===== src/rtl/instr_pkg.sv =====
// Shared MIPS encoding constants: opcodes, request kinds and encoder FSM states.
// The control_unit decoder and the bench use the same definitions.
package instr_pkg;

  localparam logic [5:0] OP_R    = 6'h00;
  localparam logic [5:0] OP_LW   = 6'h23;
  localparam logic [5:0] OP_SW   = 6'h2B;
  localparam logic [5:0] OP_BEQ  = 6'h04;
  localparam logic [5:0] OP_ADDI = 6'h08;

  typedef enum logic [2:0] {
    KIND_R    = 3'd0,
    KIND_LW   = 3'd1,
    KIND_SW   = 3'd2,
    KIND_BEQ  = 3'd3,
    KIND_ADDI = 3'd4
  } kind_e;

  typedef enum logic {
    ST_RUN  = 1'b0,
    ST_FULL = 1'b1
  } state_e;

  function automatic logic [31:0] itype(input logic [5:0]  op,
                                        input logic [4:0]  rs,
                                        input logic [4:0]  rt,
                                        input logic [15:0] imm);
    return {op, rs, rt, imm};
  endfunction

endpackage


===== src/rtl/instr_pack.sv =====
// Combinational field-to-word packer for the five supported instruction classes.
// Kinds outside R/LW/SW/BEQ/ADDI drop o_legal and produce a zero word.
module instr_pack
  import instr_pkg::*;
(
  input  logic [2:0]  i_kind,
  input  logic [4:0]  i_rs,
  input  logic [4:0]  i_rt,
  input  logic [4:0]  i_rd,
  input  logic [4:0]  i_shamt,
  input  logic [5:0]  i_funct,
  input  logic [15:0] i_imm,
  output logic [31:0] o_word,
  output logic        o_legal
);

  always_comb begin
    o_word  = '0;
    o_legal = 1'b1;
    case (i_kind)
      KIND_R:    o_word = {OP_R, i_rs, i_rt, i_rd, i_shamt, i_funct};
      KIND_LW:   o_word = itype(OP_LW,   i_rs, i_rt, i_imm);
      KIND_SW:   o_word = itype(OP_SW,   i_rs, i_rt, i_imm);
      KIND_BEQ:  o_word = itype(OP_BEQ,  i_rs, i_rt, i_imm);
      KIND_ADDI: o_word = itype(OP_ADDI, i_rs, i_rt, i_imm);
      default:   o_legal = 1'b0;
    endcase
  end

endmodule


===== src/rtl/instr_encoder.sv =====
// Streams packed MIPS words with sequential addresses to the imem loader through
// a single output register; stops accepting once DEPTH legal words have gone in.
module instr_encoder
  import instr_pkg::*;
#(
  parameter int ADDR_W = 8,
  parameter int DEPTH  = 256
) (
  input  logic              clk,
  input  logic              rst,
  input  logic              clear,
  input  logic              in_valid,
  output logic              in_ready,
  input  logic [2:0]        in_kind,
  input  logic [4:0]        in_rs,
  input  logic [4:0]        in_rt,
  input  logic [4:0]        in_rd,
  input  logic [4:0]        in_shamt,
  input  logic [5:0]        in_funct,
  input  logic [15:0]       in_imm,
  output logic              out_valid,
  input  logic              out_ready,
  output logic [31:0]       out_word,
  output logic [ADDR_W-1:0] out_addr,
  output logic [ADDR_W:0]   word_cnt,
  output logic              full,
  output logic              err_illegal
);

  localparam logic [ADDR_W:0] L_DEPTH = (ADDR_W+1)'(DEPTH);
  localparam logic [ADDR_W:0] L_ONE   = (ADDR_W+1)'(1);

  state_e              r_state;
  state_e              w_state_nxt;
  logic                w_run;
  logic                w_acc;
  logic                w_legal;
  logic [31:0]         w_word;
  logic [ADDR_W:0]     r_cnt;
  logic [ADDR_W:0]     w_cnt_inc;
  logic                r_err;
  logic                r_vld_p1;
  logic [31:0]         r_word_p1;
  logic [ADDR_W-1:0]   r_addr_p1;

  instr_pack u_pack (
    .i_kind  (in_kind),
    .i_rs    (in_rs),
    .i_rt    (in_rt),
    .i_rd    (in_rd),
    .i_shamt (in_shamt),
    .i_funct (in_funct),
    .i_imm   (in_imm),
    .o_word  (w_word),
    .o_legal (w_legal)
  );

  assign w_cnt_inc = r_cnt + L_ONE;
  assign in_ready  = w_run & ~clear & (~r_vld_p1 | out_ready);
  assign w_acc     = in_valid & in_ready;

  always_ff @(posedge clk) begin
    if (rst) r_state <= ST_RUN;
    else     r_state <= w_state_nxt;
  end

  always_comb begin
    w_state_nxt = r_state;
    case (r_state)
      ST_RUN:  if (w_acc && w_legal && (w_cnt_inc == L_DEPTH)) w_state_nxt = ST_FULL;
      ST_FULL: if (clear) w_state_nxt = ST_RUN;
      default: w_state_nxt = ST_RUN;
    endcase
  end

  always_comb begin
    w_run = (r_state == ST_RUN);
    full  = (r_state == ST_FULL);
  end

  // Address equals the legal-word count, so one counter serves both and never wraps.
  always_ff @(posedge clk) begin
    if (rst || clear)          r_cnt <= '0;
    else if (w_acc && w_legal) r_cnt <= w_cnt_inc;
  end

  always_ff @(posedge clk) begin
    if (rst || clear)           r_err <= 1'b0;
    else if (w_acc && !w_legal) r_err <= 1'b1;
  end

  // Stage p1: output register; clear leaves a pending word to drain with its address.
  always_ff @(posedge clk) begin
    if (rst) begin
      r_vld_p1  <= 1'b0;
      r_word_p1 <= '0;
      r_addr_p1 <= '0;
    end else if (w_acc && w_legal) begin
      r_vld_p1  <= 1'b1;
      r_word_p1 <= w_word;
      r_addr_p1 <= r_cnt[ADDR_W-1:0];
    end else if (out_ready) begin
      r_vld_p1  <= 1'b0;
    end
  end

  assign out_valid   = r_vld_p1;
  assign out_word    = r_word_p1;
  assign out_addr    = r_addr_p1;
  assign word_cnt    = r_cnt;
  assign err_illegal = r_err;

endmodule

===== config.mk =====
export PLATFORM = sky130hd
export DESIGN_NAME = instr_encoder
export DESIGN_NICKNAME = d
export VERILOG_FILES = /design/src/rtl/instr_pkg.sv /design/src/rtl/instr_pack.sv /design/src/rtl/instr_encoder.sv
export SDC_FILE = /design/constraint.sdc
export NUM_CORES = 1
export LEC_CHECK = 0
export ABC_CLOCK_PERIOD_IN_PS = 1700
export BUFFER_PORTS_ARGS = -buffer_cell sky130_fd_sc_hd__buf_2
export CORE_AREA = 5 5 108 80
export CTS_CLUSTER_DIAMETER = 100
export DETAILED_ROUTE_END_ITERATION = 10
export DIE_AREA = 0 0 113 85
export PLACE_DENSITY = 0.6
export RECOVER_POWER = 100
export SYNTH_ARGS = -nofsm -noshare
export SYNTH_HDL_FRONTEND = slang
export SYNTH_SLANG_ARGS = --single-unit

===== constraint.sdc =====
create_clock -name clk -period 1.7 [get_ports clk]
set_input_delay 0.085 -clock clk [delete_from_list [all_inputs] [get_ports clk]]
set_output_delay 0.085 -clock clk [all_outputs]
set_load 0.1 [all_outputs]

==> flow_summary.json <==
{
  "outcome": "finished with violations",
  "violations": "hold timing",
  "final_core_util": 0.391,
  "syn-cell-area_sq_um": 2170,
  "power.total_mw": 2.45,
  "cp-start-kind": "flip-flop",
  "drcViolationCount": 0,
  "period_share": 0.953,
  "path_cells": "buf_4 -> a211o_1 -> o21ai_0 -> a31oi_1 -> or4_1 -> o22ai_2",
  "cp_top_family": "compound AO/OA/AOI/OAI gates",
  "grt_use_total": 0.119,
  "clk_pin_slew_ns": 0.09,
  "placed_cell_area_sq_um": 2810,
  "pin_count": 103,
  "placed_cells": 443,
  "min_path_type": "in2reg",
  "grt_pass1_wl_um": 9470,
  "cts_max_level": 2,
  "port_buffers": 101,
  "final-instance-count-excl-fill": 456,
  "first_pass_iters": 4,
  "setup_violations": 0,
  "synth_cell_types": 36,
  "cts_inserted_buffers": 5,
  "holdWs_ns": -0.000235,
  "wl_per_cell_um": 12.8,
  "n_fill_cell": 785,
  "min_period_ns": 1.62,
  "num_vias": 2048,
  "setup_slack_ns": 0.0802,
  "drive_gt1_frac": 0.403,
  "ir_drop_mv": 0.377,
  "drt_iter0_drc": 81,
  "ys_warn_count": 0,
  "hold_buffers": 0,
  "antenna_found_initial": 0,
  "slowest_stage": "or4_1",
  "rsz0062_at_grt": "false",
  "diodes": 0,
  "cp.required_ns": 1.93,
  "layout_common_cells": "53 x clkbuf_2, 49 x buf_2, 42 x nand2_1, 40 x dfxtp_1, 28 x nor2_1",
  "finish.instance_area_sq_um": 2950,
  "synth_fp_nets": 303,
  "start_util": 0.288,
  "viasPerCell": 4.49,
  "multi_input_area_sq_um": 1080,
  "die_area_sq_um": 9610,
  "cts_root_buf": "clkbuf_8",
  "pre_cts_ws_ns": -0.0378,
  "power_density_nw_per_um2": 831,
  "nets": 406,
  "avgSynthCellArea_sq_um": 8.64,
  "grt_pass1_vias": 1956,
  "clock_skew_ns": 0.00415,
  "reg2reg_depth": 6,
  "hold_viol": 1,
  "max_slew_margin": 0.630,
  "crit_type": "reg2reg",
  "clk_latency_ns": 0.30,
  "cap_viol_max_count": 0,
  "drt-total-wl_um": 5840,
  "syn_inst": 251,
  "gp_congestion": 0.855,
  "final_common_cell": "clkbuf_2",
  "setup_tns_ns": 0,
  "cts.sinks": 49,
  "holdPathEnd": "out_addr[0]",
  "grt_start_max_net_pins": 38,
  "die_x_um": 113,
  "overflow": 0,
  "synth-seq-area-share": 0.452,
  "min_delay_path_depth": 2,
  "worstHoldStart": "rst",
  "max_freq_mhz": 617,
  "die_h_um": 85,
  "fp-row-count": 27,
  "cts_tree": "yes",
  "r2r-end": "full",
  "worstPathBufferInverterCount": 1,
  "critPathMaxFanout": 7,
  "leakage_nw": 1.25,
  "slew_violations": 0,
  "max_slew.worst_pin.slew_ns": 0.557,
  "dpl.hpwl_um": 4430,
  "arrival_ns": 1.85,
  "worst_path_largest_cell_delay_ns": 0.52,
  "syn2layout_area_growth_pct": 35.9,
  "yosys_register_bits": 49,
  "clockBufferDepth": 2,
  "ant_nets": 0,
  "core_sq_um": 7530,
  "r2r_slack_ns": 0.08,
  "r2r_start": "word_cnt[1]",
  "regArea_sq_um": 1010,
  "end_kind": "flip-flop"
}
## repair_timing
item | 4_1_cts | 5_1_grt
gates resized for setup | 1 | 4
setup buffers | 0 | 5
setup endpoints to repair | 1 | 13
pin swaps | 0 | 1
## kinds of logic (layout without fill, tap and decap cells)
kind of cell,count (synthesis),in the layout,share of synthesized area
compound gates,52,52,0.151
simple gates,96,96,0.206
fa+ha+maj,2,2,0.0115
buf+inv,24,128,0.0588
other cells,1,1,0.00173
flops,49,49,0.452
mux,16,16,0.0738
xor+xnor,11,11,0.0444
## registers in the layout, indices dropped and copies added (netlist names)
signal and count:
err_illegal 1, full 1, out_addr 8, out_valid 1, out_word 29, word_cnt 9
## cell type report
class | instances | area share
flip-flops and latches | 49 | 0.342
multi-input cells | 178 | 0.365
repair buffers | 119 | 0.219
inverters | 1 | 0.00127
clock buffers | 5 | 0.0233
clock inverters | 3 | 0.00594
well taps | 101 | 0.0429
## worst max-delay path by stage
stage                start    to  slack [ns]  cells past startpoint
6_report       word_cnt[1]  full        0.08                      6
5_1_grt        word_cnt[1]  full       0.008                      6
4_1_cts        word_cnt[0]  full        0.04                      5
3_5_place_dp   word_cnt[0]  full       -0.04                      5
3_3_place_gp   word_cnt[0]  full        0.04                      5
2_1_floorplan  word_cnt[5]  full       -0.31                      5
## synth_stat cells
cell type	number	area share
o21ai_1	1	0.0023
conb_1	1	0.0017
nand4_1	3	0.0087
nor2_1	29	0.050
o21ba_2	1	0.0046
nand3b_1	1	0.0035
nand2_1	42	0.073
and3_1	1	0.0029
a31oi_1	2	0.0058
nand4_4	1	0.0098
xnor2_1	4	0.016
nor4_1	1	0.0029
o22ai_2	1	0.0058
nand2b_1	1	0.0029
dfxtp_1	49	0.45
a21oi_1	22	0.051
a41oi_1	1	0.0040
or3_1	2	0.0058
and4_1	1	0.0040
ha_1	2	0.012
buf_4	7	0.024
or2_2	1	0.0029
nand3_1	6	0.014
xor2_1	7	0.028
and2_1	2	0.0058
inv_1	1	0.0017
nor3_1	2	0.0046
clkbuf_1	7	0.012
or4_1	1	0.0035
buf_2	9	0.021
and4_4	1	0.0052
nor3_4	1	0.0075
a211oi_1	18	0.062
mux2i_1	16	0.074
a211o_1	1	0.0040
o21ai_0	5	0.012
## routing by layer
metal	GRT usage	wire length (um)	vias up
met3	0.0314	407	7
li1	-	-	1065
met2	0.188	2580	68
met4	0.0360	75	0
met1	0.161	2780	908
met5	0	0	-
## where the power goes
group / switching (mW) / total, mW / leakage (nW) / internal, mW
combinational: 0.453 / 0.584 / 0.799 / 0.131
sequential: 0.0215 / 1.20 / 0.404 / 1.18
clock: 0.383 / 0.667 / 0.0439 / 0.285
total: 0.857 / 2.45 / 1.25 / 1.59
Note: power is estimated with default switching activity, not from simulation.
